--- src/rtl/oc8051_ecall_ctrl_pkg.sv ---
// Shared constants for the ecall/eret trap sequencer: SFR addresses and
// FSM state encoding.
package oc8051_ecall_ctrl_pkg;

  localparam logic [7:0] OC8051_SFR_ECAUSE = 8'hED;
  localparam logic [7:0] OC8051_SFR_EPC_LO = 8'hEE;
  localparam logic [7:0] OC8051_SFR_EPC_HI = 8'hEF;

  typedef enum logic [1:0] {
    IDLE  = 2'd0,
    TJUMP = 2'd1,
    RJUMP = 2'd2
  } ecall_state_e;

endpackage

--- src/rtl/oc8051_epc_sfr.sv ---
// Privileged byte-writable register with a trap-load port. The trap load
// takes priority over an SFR write in the same cycle. Bit-addressed writes
// are ignored. W must be in 9..16: the low byte is bits [7:0] and the
// high byte is bits [W-1:8].
module oc8051_epc_sfr
  import oc8051_ecall_ctrl_pkg::*;
#(
  parameter int         W       = 16,
  parameter logic [7:0] LO_ADDR = OC8051_SFR_EPC_LO,
  parameter logic [7:0] HI_ADDR = OC8051_SFR_EPC_HI
) (
  input  logic         clk,
  input  logic         rst,
  input  logic         priv,
  input  logic         wr,
  input  logic         wr_bit,
  input  logic [7:0]   wr_addr,
  input  logic [7:0]   data_in,
  input  logic         load,
  input  logic [W-1:0] load_val,
  output logic [W-1:0] q
);

  logic byte_wr;
  assign byte_wr = priv & wr & ~wr_bit;

  // Register update: reset, then trap load, then byte writes.
  always_ff @(posedge clk) begin
    if (rst) begin
      q <= '0;
    end else if (load) begin
      q <= load_val;
    end else if (byte_wr && wr_addr == LO_ADDR) begin
      q[7:0] <= data_in;
    end else if (byte_wr && wr_addr == HI_ADDR) begin
      q[W-1:8] <= data_in[W-9:0];
    end
  end

endmodule

--- src/rtl/oc8051_ecall_ctrl.sv ---
// Trap sequencer for ecall/eret. Owns the privilege flag and EPC, and
// drives a PC redirect handshake (pc_load held until pc_ack).
// Optional feature: define OC8051_ECALL_CAUSE_EN to add the ECAUSE SFR
// latched from ecall_code on ecall entry.
module oc8051_ecall_ctrl
  import oc8051_ecall_ctrl_pkg::*;
#(
  parameter int PC_W = 16
) (
  input  logic            clk,
  input  logic            rst,
  input  logic            ecall_req,
  input  logic            eret_req,
  input  logic [PC_W-1:0] pc_next,
  input  logic [PC_W-1:0] etr,
  input  logic            pc_ack,
  input  logic            wr,
  input  logic            wr_bit,
  input  logic [7:0]      wr_addr,
  input  logic [7:0]      data_in,
  input  logic [7:0]      rd_addr,
  input  logic [7:0]      ecall_code,
  output logic            priv_lvl,
  output logic            pc_load,
  output logic [PC_W-1:0] pc_target,
  output logic            busy,
  output logic            fault,
  output logic [7:0]      data_out,
  output logic [PC_W-1:0] epc
);

  ecall_state_e state, state_d;
  logic         priv_d;
  logic         fault_d;
  logic         trap_save;

  oc8051_epc_sfr #(
    .W       (PC_W),
    .LO_ADDR (OC8051_SFR_EPC_LO),
    .HI_ADDR (OC8051_SFR_EPC_HI)
  ) u_epc (
    .clk      (clk),
    .rst      (rst),
    .priv     (priv_lvl),
    .wr       (wr),
    .wr_bit   (wr_bit),
    .wr_addr  (wr_addr),
    .data_in  (data_in),
    .load     (trap_save),
    .load_val (pc_next),
    .q        (epc)
  );

  // State, privilege and fault registers; boot privileged.
  always_ff @(posedge clk) begin
    if (rst) begin
      state    <= IDLE;
      priv_lvl <= 1'b1;
      fault    <= 1'b0;
    end else begin
      state    <= state_d;
      priv_lvl <= priv_d;
      fault    <= fault_d;
    end
  end

  // Next-state, privilege change, fault detection and redirect outputs.
  always_comb begin
    state_d   = state;
    priv_d    = priv_lvl;
    fault_d   = 1'b0;
    trap_save = 1'b0;
    pc_load   = 1'b0;
    pc_target = '0;
    case (state)
      IDLE: begin
        if (ecall_req && eret_req) begin
          fault_d = 1'b1;
        end else if (ecall_req) begin
          if (priv_lvl) begin
            fault_d = 1'b1;
          end else begin
            trap_save = 1'b1;
            priv_d    = 1'b1;
            state_d   = TJUMP;
          end
        end else if (eret_req) begin
          if (!priv_lvl) fault_d = 1'b1;
          else           state_d = RJUMP;
        end
      end
      TJUMP: begin
        pc_load   = 1'b1;
        pc_target = etr;
        if (pc_ack) state_d = IDLE;
      end
      RJUMP: begin
        pc_load   = 1'b1;
        pc_target = epc;
        if (pc_ack) begin
          priv_d  = 1'b0;
          state_d = IDLE;
        end
      end
      default: state_d = IDLE;
    endcase
  end

  assign busy = (state != IDLE);

`ifdef OC8051_ECALL_CAUSE_EN
  logic [7:0] ecause;

  // Cause register: latched with the EPC save, otherwise privileged byte write.
  always_ff @(posedge clk) begin
    if (rst) begin
      ecause <= 8'h00;
    end else if (trap_save) begin
      ecause <= ecall_code;
    end else if (priv_lvl && wr && !wr_bit && wr_addr == OC8051_SFR_ECAUSE) begin
      ecause <= data_in;
    end
  end
`else
  logic unused_code;
  assign unused_code = ^ecall_code;
`endif

  // Combinational SFR read; user mode and unmapped addresses read zero.
  always_comb begin
    data_out = 8'h00;
    if (priv_lvl) begin
      case (rd_addr)
        OC8051_SFR_EPC_LO: data_out = epc[7:0];
        OC8051_SFR_EPC_HI: data_out = {{(16-PC_W){1'b0}}, epc[PC_W-1:8]};
`ifdef OC8051_ECALL_CAUSE_EN
        OC8051_SFR_ECAUSE: data_out = ecause;
`endif
        default:           data_out = 8'h00;
      endcase
    end
  end

endmodule

--- config.mk ---
export PLATFORM = sky130hd
export DESIGN_NAME = oc8051_ecall_ctrl
export DESIGN_NICKNAME = d
export VERILOG_FILES = /design/src/rtl/oc8051_ecall_ctrl_pkg.sv /design/src/rtl/oc8051_epc_sfr.sv /design/src/rtl/oc8051_ecall_ctrl.sv
export SDC_FILE = /design/constraint.sdc
export NUM_CORES = 1
export LEC_CHECK = 0
export CORE_ASPECT_RATIO = 0.9
export CORE_MARGIN = 2
export CORE_UTILIZATION = 37
export CTS_BUF_LIST = sky130_fd_sc_hd__clkbuf_4 sky130_fd_sc_hd__clkbuf_8
export CTS_CLUSTER_DIAMETER = 50
export CTS_CLUSTER_SIZE = 25
export DETAILED_ROUTE_END_ITERATION = 10
export PLACE_DENSITY = 0.93
export SETUP_SLACK_MARGIN = 0.5
export SKIP_LAST_GASP = 1
export SLEW_MARGIN = 40
export SYNTH_ARGS = -nofsm -noshare
export SYNTH_HDL_FRONTEND = slang
export SYNTH_SLANG_ARGS = --single-unit
--- constraint.sdc ---
create_clock -name clk -period 4.05 [get_ports clk]
set_input_delay 0.81 -clock clk [delete_from_list [all_inputs] [get_ports clk]]
set_output_delay 0.81 -clock clk [all_outputs]
set_load 0.005 [all_outputs]
==> impl_metrics.tcl, run 1 <==
set metrics [dict create \
    finalPower_uw 525 \
    switching_power_uw 116 \
    first_iter_violations 95 \
    min_period_ps 3460 \
    crit_chain "clkdlybuf4s50_1 > nand4b_1 > nor3_4 > buf_4 > a22oi_1 > nor2b_1 > clkdlybuf4s50_1" \
    ir_drop_uv 155 \
    place_congestion 0.818 \
    slew_viol_final 0 \
    synth_area_leaders "dfxtp_1, a22oi_1, nor2b_1" \
    grt-ovfl-total 0 \
    synth_area_um2 1510 \
    min_to "state[1]" \
    drive_above_1_share 0.0548 \
    numCtsBuffers 3 \
    final_nets 367 \
    power_frac_seq 0.383 \
    slew_headroom 0.491 \
    grt_max_degree 33 \
    rsz0062_at_grt "no" \
    die_area_um2 4600 \
    placed_cells 331 \
    leakagePower_uw 0.000944 \
    drcViolationCount 0 \
    h-tree-depth 1 \
    hold_viol_final 0 \
    fin_cells 338 \
    avgSynthCellArea_um2 7.88 \
    min_from "state[1]" \
    seq_area_um2 400 \
    clk_pin_slew_ps 80 \
    postSynthCellCount 191 \
    area_growth_pct 76.9 \
    grt_pass1_wl_um 7960 \
    cp_max_fo 5 \
    p_comb_frac 0.230 \
    critical-path-top-delay-family "buffers and inverters" \
    die_w_um 71.2 \
    worst_path_max_delay_cell "clkdlybuf4s50_1" \
    outcome "finished clean" \
    synth-seq-cells 20 \
    synth_edf_count 0 \
    critPathMaxStageDelay_ps 530 \
    grt_usage 0.216 \
    cts_root_buf "clkbuf_8" \
    cts_tree "yes" \
    pwr_density_cell_nw_per_um2 197 \
    final_core_util 0.699 \
    reg2reg_to "u_epc.q[3]" \
    diodes 0 \
    fmax_mhz 289 \
    period_share 0.855 \
    drtPass1Iterations 5 \
    num-fill-cells 323 \
    clock_skew_ps 2.84 \
    pwr-share-clk 0.387 \
    max_cap_viol_count 0 \
    tightest_slew_ps 762 \
    hold_class "register to register" \
    clk_path_buf_depth 2 \
    clock-sinks 20 \
    internal_power_uw 410 \
    async_flop_share 0 \
    grt_pass1_vias 1687 \
    switching_share 0.220 \
    finalSetupTns_ps 0 \
    synth-main-ff-cell "dfxtp_1" \
    routedWlPerCell_um 15.1 \
    synth_top_area_share 0.266 \
    start_kind "primary input" \
    detailroute.via_count 1813 \
    hpwlAfterDp_um 3960 \
    cpMostUsedCell "clkdlybuf4s50_1" \
    yosys.area.top_type "dfxtp_1" \
    cp_num_buf_inv 3 \
    r2r_setup_slack_ps 2280 \
    yosys_warnings 0 \
    postRouteAntennaNets 0 \
    setup_viol 0 \
    rows 21 \
    insertion_delay_ps 260 \
    crit_path_end_kind "output port" \
    synth_cell_type_count 32 \
    worstPathArrival_ps 2650 \
    die_h_um 64.5 \
    yosysSeqAreaShare 0.266 \
    detail_route.vias_per_cell 5.36 \
    synth_fp_nets 265 \
    critPathRequiredTime_ps 3240 \
    whs_path_depth 2 \
    antenna_found_initial 0 \
    io_pins 115 \
    multiInputGateArea_um2 1020 \
    fin_worst_hold_slack_ps 549 \
    wirelength_um 5110 \
    reg2reg_from "state[0]" \
    path_class "primary input to output port" \
    start_util 0.395 \
    portBuffers 106 \
    core_um2 3810 \
    r2r_cells 6 \
]
[metal layers]
| metal | vias to the layer above | global-route usage | part of all wire |
|---|---|---|---|
| li1 | 896 | - | - |
| met1 | 807 | 0.267 | 0.41 |
| met2 | 100 | 0.373 | 0.48 |
| met3 | 10 | 0.0482 | 0.095 |
| met4 | 0 | 0.0660 | 0.020 |
| met5 | - | 0 | 0 |
[power by group through the flow]
stage	logic (uW)	clock network (uW)	registers (uW)
after floorplan	40.6	0	205
after global placement	117	0	206
after detailed placement	119	0	206
after CTS	119	203	201
after global routing	130	210	202
final	121	203	201
[metrics by stage]
stage / setup slack, ps / instance area (um^2)
final: 588 / 2660
after detailed placement: 497 / 2550
after global placement: 526 / 2550
after floorplan: 1580 / 1510
after CTS: 500 / 2620
after global routing: 493 / 2660
[sequential cells by signal, summed over array words and instances, names as in the netlist]
signal / count
u_epc.q: 16
fault: 1
priv_lvl: 1
state: 2
[Yosys cell counts, drive strengths merged, types with 3 or more instances]
| master | instances |
|---|---|
| inv | 4 |
| buf | 6 |
| clkbuf | 7 |
| nor3 | 3 |
| a21o | 16 |
| nor2 | 17 |
| nand2 | 28 |
| nor2b | 24 |
| ha | 3 |
| dfxtp | 20 |
| a22oi | 24 |
| a31oi | 16 |
| nand2b | 3 |
[worst min-delay path, cell delays in order (launching register included)]
cell and delay, ps:
dfxtp_1 320, inv_1 90, o32ai_1 90
[cell type report]
type / instances / share of cell area
well taps: 46 / 0.0216
clock inverters: 1 / 0.0113
flip-flops and latches: 20 / 0.150
clock buffers: 3 / 0.0155
multi-input cells: 154 / 0.385
inverters: 4 / 0.00564
repair buffers: 110 / 0.411
[cell usage in the layout (no fill, tap or decap), types with 2 or more instances in the layout]
cell type,n
a21o_1,16
a22oi_1,23
a31oi_1,16
and4b_1,2
and4bb_1,2
buf_4,4
clkbuf_8,3
clkdlybuf4s50_1,105
dfxtp_1,20
ha_1,3
inv_1,4
nand2_1,26
nand2_4,2
nand2b_1,3
nand3_1,2
nand4_4,2
nor2_1,17
nor2b_1,24
nor3_4,2
o32ai_1,2
[how the worst max path moves through the flow]
stage	start	end	slack, ps	cells after the start
2_1_floorplan	rd_addr[4]	data_out[0]	1580	4
3_3_place_gp	rd_addr[4]	data_out[1]	530	6
3_5_place_dp	rd_addr[7]	data_out[6]	500	6
4_1_cts	rd_addr[7]	data_out[6]	500	6
5_1_grt	rd_addr[6]	data_out[3]	490	7
6_report	rd_addr[4]	data_out[4]	590	7
[repair_timing]
action                                  in CTS  in global routing
hold buffers                                 0                  0
gates resized for setup                      0                  4
endpoints found under the setup margin       0                  8
setup buffers                                0                  3
[logic make-up after synthesis]
family | count (synthesis) | synth area share
fa+ha+maj | 3 | 0.0249
buf+inv | 17 | 0.0648
flops | 20 | 0.266
mux | 1 | 0.00665
compound gates | 62 | 0.298
simple gates | 88 | 0.339
(Power assumes the default switching activity.)
==> inputs of run 2 (changes only) <==
--- a/config.mk
+++ b/config.mk
@@ -10,7 +10,6 @@
 export CORE_UTILIZATION = 37
 export CTS_BUF_LIST = sky130_fd_sc_hd__clkbuf_4 sky130_fd_sc_hd__clkbuf_8
 export CTS_CLUSTER_DIAMETER = 50
-export CTS_CLUSTER_SIZE = 25
 export DETAILED_ROUTE_END_ITERATION = 10
 export PLACE_DENSITY = 0.93
 export SETUP_SLACK_MARGIN = 0.5
==> results of run 2 <==
No change in the layout: final DEF, timing and power equal those of run 1.
==> inputs of run 3 (changes only) <==
--- a/config.mk
+++ b/config.mk
@@ -7,11 +7,13 @@
 export LEC_CHECK = 0
 export CORE_ASPECT_RATIO = 0.9
 export CORE_MARGIN = 2
-export CORE_UTILIZATION = 37
+export CORE_UTILIZATION = 65
 export CTS_BUF_LIST = sky130_fd_sc_hd__clkbuf_4 sky130_fd_sc_hd__clkbuf_8
 export CTS_CLUSTER_DIAMETER = 50
 export DETAILED_ROUTE_END_ITERATION = 10
-export PLACE_DENSITY = 0.93
+export DONT_BUFFER_PORTS = 1
+export GPL_TIMING_DRIVEN = 0
+export PLACE_DENSITY = 0.87
 export SETUP_SLACK_MARGIN = 0.5
 export SKIP_LAST_GASP = 1
 export SLEW_MARGIN = 40
==> impl_metrics.tcl, run 3 (same netlist as run 1, synthesis figures left out) <==
set metrics [dict create \
    fin_cells 222 \
    die_h_um 49.7 \
    grt_usage 0.329 \
    pwr-share-clk 0.395 \
    switching_share 0.233 \
    crit_chain "nand4b_1 > nor3_2 > a22oi_1 > nor2b_1" \
    grt-ovfl-total 0 \
    critical-path-top-delay-family "simple AND/OR/NAND/NOR gates" \
    antenna_found_initial 0 \
    crit_path_end_kind "output port" \
    hold_buffers 0 \
    worstPathArrival_ps 1880 \
    reg_top3 "u_epc.q: 16 flops, state: 2 flops" \
    drive_above_1_share 0.0872 \
    rsz0062_at_grt "no" \
    internal_power_uw 320 \
    clk_pin_slew_ps 110 \
    top_register "u_epc.q" \
    layout_common_cells "nand2_1, a22oi_1, nor2b_1" \
    cts_tree "yes" \
    setup_ws_ps 1360 \
    final_nets 270 \
    grt_pass1_wl_um 6530 \
    grt_max_degree 13 \
    fmax_mhz 372 \
    clock_skew_ps 3.09 \
    power_frac_seq 0.484 \
    grt_pass1_vias 1427 \
    drcViolationCount 0 \
    critPathMaxStageDelay_ps 470 \
    top_usage_layer "met2" \
    die_w_um 54.7 \
    final_core_util 0.729 \
    seq_area_um2 400 \
    leakagePower_uw 0.000531 \
    place_congestion 0.802 \
    use_met3 0.0606 \
    slew_headroom 0.647 \
    io_pins 115 \
    pwr_density_cell_nw_per_um2 262 \
    switching_power_uw 97.0 \
    path_class "primary input to output port" \
    cp_num_buf_inv 0 \
    met1_usage 0.408 \
    met2_usage 0.522 \
    core_um2 2180 \
    critPathRequiredTime_ps 3240 \
    design_area_um2 1590 \
    hold_class "register to register" \
    multiInputGateArea_um2 1010 \
    die_area_um2 2720 \
    hold_viol_final 0 \
    mostFrequentLayoutCell "nand2_1" \
    routedWlPerCell_um 19.9 \
    drtPass1Iterations 4 \
    slew_viol_final 0 \
    placed_cells 218 \
    p_comb_frac 0.121 \
    portBuffers 0 \
    setup_viol 0 \
    detailroute.via_count 1546 \
    insertion_delay_ps 310 \
    h-tree-depth 1 \
    clock-sinks 20 \
    wirelength_um 4410 \
    min_period_ps 2690 \
    dp_slack_ps 1370 \
    first_iter_violations 52 \
    dpl_cell_area_um2 1540 \
    diodes 0 \
    rows 16 \
    num-fill-cells 178 \
    post_cts.repair.setup_buffers 0 \
    cts_root_buf "clkbuf_4" \
    hpwlAfterDp_um 3320 \
    finalSetupTns_ps 0 \
    start_kind "primary input" \
    largest_reg_flops 16 \
    detail_route.vias_per_cell 6.96 \
    cts.repair.resized 0 \
    tightest_slew_ps 526 \
    outcome "finished clean" \
    worst_path_max_delay_cell "nor3_2" \
    start_util 0.690 \
    ir_drop_uv 185 \
    max_cap_viol_count 0 \
    period_share 0.663 \
    clk_path_buf_depth 2 \
    postRouteAntennaNets 0 \
    cp_max_fo 8 \
    numCtsBuffers 3 \
    area_growth_pct 5.74 \
]
[run 3: per-stage QoR]
step,hold WS (ps),power [uW]
global route,603,434
CTS,557,415
detailed placement,541,255
global placement,517,253
finish,555,417
floorplan,502,246
[run 3: final cells by class]
class	count	area share
clock inverters	1	0.0189
well taps	27	0.0212
inverters	4	0.00943
clock buffers	3	0.0142
plain buffers	13	0.0519
multi-input cells	154	0.633
flip-flops and latches	20	0.252
[run 3: power groups by stage]
stage	Clock, uW	Combinational (uW)	Sequential [uW]
after floorplan	0	40.6	205
after global placement	0	46.9	206
after detailed placement	0	49.1	206
after CTS	163	49.8	201
after global routing	175	56.4	202
final	165	50.6	202
[run 3: tightest hold or removal path, cell delays in order, from the launching register on]
cell and delay [ps]:
dfxtp_1 330, inv_1 90, o32ai_1 90
[run 3: worst paths after layout]
| path | from | endpoint | slack [ps] | cells after the start |
|---|---|---|---|---|
| hold reg to reg | state[1] | state[1] | 550 | 2 |
| setup reg to reg | state[0] | u_epc.q[3] | 2340 | 7 |
| setup / recovery | rd_addr[4] | data_out[0] | 1360 | 4 |
| hold / removal | state[1] | state[1] | 550 | 2 |
[run 3: metal layers]
layer  routed length [um]  vias up
met5                    0        -
met4                  121        0
met3                  474       11
met2                 2150      110
met1                 1670      724
li1                     -      701
